===== config.mk =====
export PLATFORM = sky130hd
export DESIGN_NAME = counter_rr_scheduler
export DESIGN_NICKNAME = d
export VERILOG_FILES = /design/src/rtl/counter_rr_scheduler.sv
export SDC_FILE = /design/constraint.sdc
export NUM_CORES = 1
export LEC_CHECK = 0
export CORE_UTILIZATION = 46
export DETAILED_ROUTE_END_ITERATION = 10
export MAX_ROUTING_LAYER = met4
export PLACE_DENSITY = 0.81
export SLEW_MARGIN = 20
export SYNTH_ARGS = -nofsm -noshare
export SYNTH_HDL_FRONTEND = slang
export SYNTH_SLANG_ARGS = --single-unit

===== constraint.sdc =====
create_clock -name clk -period 4.3 [get_ports clk]
set_clock_uncertainty 0.2 [all_clocks]
set_input_delay 0.86 -clock clk [delete_from_list [all_inputs] [get_ports clk]]
set_output_delay 0.86 -clock clk [all_outputs]
set_load 0.01 [all_outputs]

===== src/rtl/counter_rr_scheduler.sv =====
// Round-robin scheduler sharing one loadable up-counter among NUM_REQ requesters.
// Each granted requester gets one run: the counter is loaded with its start value,
// enabled until it reaches all ones, then done pulses on the owner's bit.
// Ports:
//   clk, rst      : clock, synchronous active-high reset
//   req           : level request per requester (drop to abort)
//   req_start     : per-requester start value, slice i = [i*WIDTH +: WIDTH]
//   grant         : one-hot owner of the counter, zero when idle
//   done          : one-cycle pulse on the owner's bit when its run completes
//   busy          : high whenever not idle
//   cnt_load      : counter load strobe
//   cnt_enable    : counter enable (combinational decode of cnt_value in RUN)
//   cnt_data      : counter load data (owner's start value)
//   cnt_value     : counter's current count
module counter_rr_scheduler #(
  parameter int unsigned NUM_REQ = 4,
  parameter int unsigned WIDTH   = 4
) (
  input  logic                     clk,
  input  logic                     rst,
  input  logic [NUM_REQ-1:0]       req,
  input  logic [NUM_REQ*WIDTH-1:0] req_start,
  output logic [NUM_REQ-1:0]       grant,
  output logic [NUM_REQ-1:0]       done,
  output logic                     busy,
  output logic                     cnt_load,
  output logic                     cnt_enable,
  output logic [WIDTH-1:0]         cnt_data,
  input  logic [WIDTH-1:0]         cnt_value
);

  localparam int unsigned      IDX_W    = $clog2(NUM_REQ);
  localparam logic [WIDTH-1:0] MAX      = '1;
  localparam logic [IDX_W-1:0] LAST_IDX = IDX_W'(NUM_REQ - 1);

  typedef enum logic [1:0] {
    S_IDLE,
    S_LOAD,
    S_RUN,
    S_DONE
  } state_e;

  state_e               state_q, state_d;
  logic [NUM_REQ-1:0]   grant_q, grant_d;
  logic [NUM_REQ-1:0]   done_q, done_d;
  logic                 load_q, load_d;
  logic                 busy_q, busy_d;
  logic [WIDTH-1:0]     data_q, data_d;
  logic [IDX_W-1:0]     owner_q, owner_d;
  logic [IDX_W-1:0]     ptr_q, ptr_d;

  logic                 found_c;
  logic [IDX_W-1:0]     win_c;
  logic [IDX_W-1:0]     cand_c;
  logic [IDX_W-1:0]     next_ptr_c;
  logic                 cnt_at_max_c;
  logic [WIDTH-1:0]     start_arr [NUM_REQ];

  // Unpack the flat start-value bus into one entry per requester.
  for (genvar i = 0; i < NUM_REQ; i++) begin : g_start
    assign start_arr[i] = req_start[i*WIDTH +: WIDTH];
  end

  // First requesting index at or after ptr, wrapping around.
  always_comb begin
    found_c = 1'b0;
    win_c   = '0;
    cand_c  = '0;
    for (int unsigned k = 0; k < NUM_REQ; k++) begin
      cand_c = IDX_W'((32'(ptr_q) + k) % NUM_REQ);
      if (!found_c && req[cand_c]) begin
        found_c = 1'b1;
        win_c   = cand_c;
      end
    end
  end

  // The finishing or aborting owner becomes lowest priority.
  assign next_ptr_c   = (owner_q == LAST_IDX) ? '0 : owner_q + IDX_W'(1);
  assign cnt_at_max_c = (cnt_value == MAX);

  // Next-state and registered-output decode.
  always_comb begin
    state_d = state_q;
    grant_d = grant_q;
    data_d  = data_q;
    owner_d = owner_q;
    ptr_d   = ptr_q;
    done_d  = '0;
    case (state_q)
      S_IDLE: begin
        if (found_c) begin
          state_d = S_LOAD;
          grant_d = NUM_REQ'(1) << win_c;
          data_d  = start_arr[win_c];
          owner_d = win_c;
        end
      end
      S_LOAD: begin
        if (!req[owner_q]) begin
          state_d = S_IDLE;
          grant_d = '0;
          ptr_d   = next_ptr_c;
        end else begin
          state_d = S_RUN;
        end
      end
      S_RUN: begin
        // A dropped request wins over completion in the same cycle.
        if (!req[owner_q]) begin
          state_d = S_IDLE;
          grant_d = '0;
          ptr_d   = next_ptr_c;
        end else if (cnt_at_max_c) begin
          state_d = S_DONE;
          done_d  = grant_q;
        end
      end
      S_DONE: begin
        state_d = S_IDLE;
        grant_d = '0;
        ptr_d   = next_ptr_c;
      end
      default: begin
        state_d = S_IDLE;
        grant_d = '0;
      end
    endcase
    load_d = (state_d == S_LOAD);
    busy_d = (state_d != S_IDLE);
  end

  // State and output registers.
  always_ff @(posedge clk) begin
    if (rst) begin
      state_q <= S_IDLE;
      grant_q <= '0;
      done_q  <= '0;
      load_q  <= 1'b0;
      busy_q  <= 1'b0;
      data_q  <= '0;
      owner_q <= '0;
      ptr_q   <= '0;
    end else begin
      state_q <= state_d;
      grant_q <= grant_d;
      done_q  <= done_d;
      load_q  <= load_d;
      busy_q  <= busy_d;
      data_q  <= data_d;
      owner_q <= owner_d;
      ptr_q   <= ptr_d;
    end
  end

  // Enable stops the counter at MAX so it never wraps.
  assign cnt_enable = (state_q == S_RUN) && !cnt_at_max_c;

  assign grant    = grant_q;
  assign done     = done_q;
  assign busy     = busy_q;
  assign cnt_load = load_q;
  assign cnt_data = data_q;

endmodule


==> results by group <==
Status
  • Outcome: complete, no violations

Logic synthesis
  • Syn Area/Cell: 9.20 sq um
  • Sequential cell area fraction in the yosys report: 0.382
  • Netlist cell types: 33
  • Seq cells post-synth: 20
  • Synth area leaders: dfxtp_1 (38%), mux2i_1 (9.5%), ha_1 (6.0%), a21oi_1 (5.7%), nand3b_1 (3.6%)
  • Synth Instances: 114
  • Cell Area, Synth: 0.00105 sq mm
  • Most common flop cell mapped by yosys: dfxtp_1
  • Area leader, netlist: dfxtp_1
  • Count leader, synth: dfxtp_1
  • Top cell types by occurrence after synthesis: dfxtp_1 (20), a21oi_1 (12), mux2i_1 (10)
  • Syn Nets: 145
  • YS warnings: 0
  • Async S/R FF share, synth: 0
  • Area share of the largest cell type after synthesis: 0.382
  • Number of synthesized flops with an enable pin: 0

Place
  • Placement Setup Slack: 1.10 ns
  • Final Wtd Congestion: 0.813
  • DP Area: 0.00147 sq mm
  • Post-DP HPWL: 1880 microns
  • IO buf count: 40

Timing
  • FMAX: 314 MHz
  • Final hold slack: 0.282 ns
  • Final worst slack: 1.11 ns
  • RSZ-0062 raised after global routing: false
  • Period utilization: 0.741
  • Final hold vios: 0
  • Sum Neg Setup Slack: 0 ns
  • Worst-Margin Slew: 0.928 ns
  • Worst slew margin: 0.379
  • Minimum clock period: 3.19 ns
  • Final Slew Violations: 0
  • Final setup fails: 0

Power and ir drop
  • Power Total: 546 uW
  • Combinational Power Share: 0.320
  • Reg power frac: 0.403
  • VDD IR max: 0.333 mV
  • PD cells: 358 mW/mm^2
  • P_int: 396 uW
  • Net Switching: 150 uW
  • Static Leak: 0.000571 uW
  • Sw frac: 0.274
  • Clock power share: 0.277

Floorplanning
  • Io pins: 41
  • Core ar.: 0.00204 sq mm
  • Placement Rows: 16
  • Die height: 49.7 microns
  • Die extent in x: 49.7 microns
  • Starting Density: 0.513
  • Die area: 0.00247 sq mm

Clock tree
  • CTS Buffer Depth: 2
  • Worst-path clk slew: 0.12 ns
  • H-tree levels: 1
  • Setup bufs post-CTS: 0
  • Post-CTS Resized: 0
  • Hold buffers post-CTS: 0
  • Clk Latency, worst-skew pair: 0.30 ns
  • CTS tree: yes
  • CTS buffer count: 3
  • Clock Tree Root: clkbuf_4
  • CTS Sinks: 20

Critical path
  • Worst-path fanout max: 4
  • Worst r2r src: ptr_q[1]
  • R2R cell count: 5
  • CP Class: input port to primary output
  • Worst setup startpoint: cnt_value[3]
  • Worst EP required: 3.24 ns
  • Critical path arrival: 2.13 ns
  • Critical Path Start Type: input port
  • Critical R2R Capture: cnt_data[1]
  • CP Capture Type: primary output
  • Reg2Reg Setup Slack: 2.00 ns

Finish
  • Cell area after layout: 0.00153 sq mm
  • Area Overhead vs Synth: 45.5%
  • Filler Cell Count: 156
  • Final Net Count: 187
  • Layout cells sized above 1: 0.0774
  • Ant diodes: 0

Detailed routing
  • WL/cell: 13.0 microns
  • Final ANT Viol Nets: 0
  • DRC violations left: 0
  • Via density: 5.42
  • Pre-Repair DR Iteration Count: 4
  • DR vias: 987
  • Routed wire length: 2370 microns
  • Iter 0 DRT Violations: 18

GRT
  • First-pass GRT wire length: 3970 microns
  • Vias in the first global route: 900
  • Initial antenna violation count: 0
  • Largest net degree at the start of global routing: 18
  • Global route overflow: 0
  • Global router's overall resource usage: 0.217

Flow run
  • Max_cap viols: 0

Hold path
  • Worst Hold Class: flop to flop
  • Hold path start: grant[1]
  • Hold path endpoint: grant[1]
  • Cell count of the worst hold path: 2
==> stage by stage <==
step           utilization  std cells
2_1_floorplan            -        114
3_3_place_gp         0.721        178
3_5_place_dp         0.721        178
4_1_cts              0.747        182
5_1_grt              0.747        182
6_report             0.747        182
==> worst max-delay path, stage by stage <==
cell and delay, ns:
clkdlybuf4s50_1 0.46, nand4_1 0.14, and2_1 0.19, clkdlybuf4s50_1 0.47
==> flip-flops by register name, summed over array words and instances (netlist names) <==
signal,count
grant,4
done,4
owner_q,2
ptr_q,2
state_q,2
cnt_data,4
busy,1
cnt_load,1
==> routing by layer <==
metal / track usage / vias up / part of all wire
met1: 0.275 / 458 / 0.47
met5: - / - / 0
met4: 0.0429 / 0 / 0.0051
met2: 0.356 / 34 / 0.47
met3: 0.0463 / 2 / 0.052
li1: - / 493 / -
==> cells in the final DEF (no fill, tap or decap), drive strengths merged, types with 4 or more instances in the layout <==
cell type / n
a21oi: 13
and2: 7
clkdlybuf4s50: 40
dfxtp: 20
ha: 5
mux2i: 10
nand2: 9
nand3b: 5
nor2: 9
o221ai: 4
==> worst max path at each step <==
stage	endpoint	slack, ns	cells past startpoint
finish	cnt_enable	1.11	4
CTS	cnt_enable	1.10	4
detailed placement	cnt_data[2]	1.10	6
global placement	cnt_enable	1.13	4
floorplan	grant[0]	1.85	5
global route	cnt_enable	1.04	4
==> layout make-up <==
cell class,count,area [sq um],share of cell area
Inverter,3,11.3,0.00738
Tap cell,27,33.8,0.0221
Clock inverter,1,30.0,0.0197
Clock buffer,3,22.5,0.0148
Timing Repair Buffer,41,408,0.267
Multi-Input combinational cell,87,619,0.406
Sequential cell,20,400,0.263
==> power by group through the flow <==
| stage | clock network (uW) | registers, uW | logic [uW] |
|---|---|---|---|
| floorplan | 0 | 230 | 96.1 |
| global placement | 0 | 223 | 169 |
| detailed placement | 0 | 224 | 173 |
| CTS | 153 | 220 | 174 |
| global route | 163 | 223 | 191 |
| finish | 151 | 220 | 174 |
==> cells by family after synthesis <==
group / synth area share
multiplexers: 0.128
flip-flops: 0.382
AND/OR/NAND/NOR: 0.233
buffers and inverters: 0.0274
AO/OA/AOI/OAI: 0.171
adder cells (fa/ha/maj): 0.0597
Power figures use the tool's default switching activity.
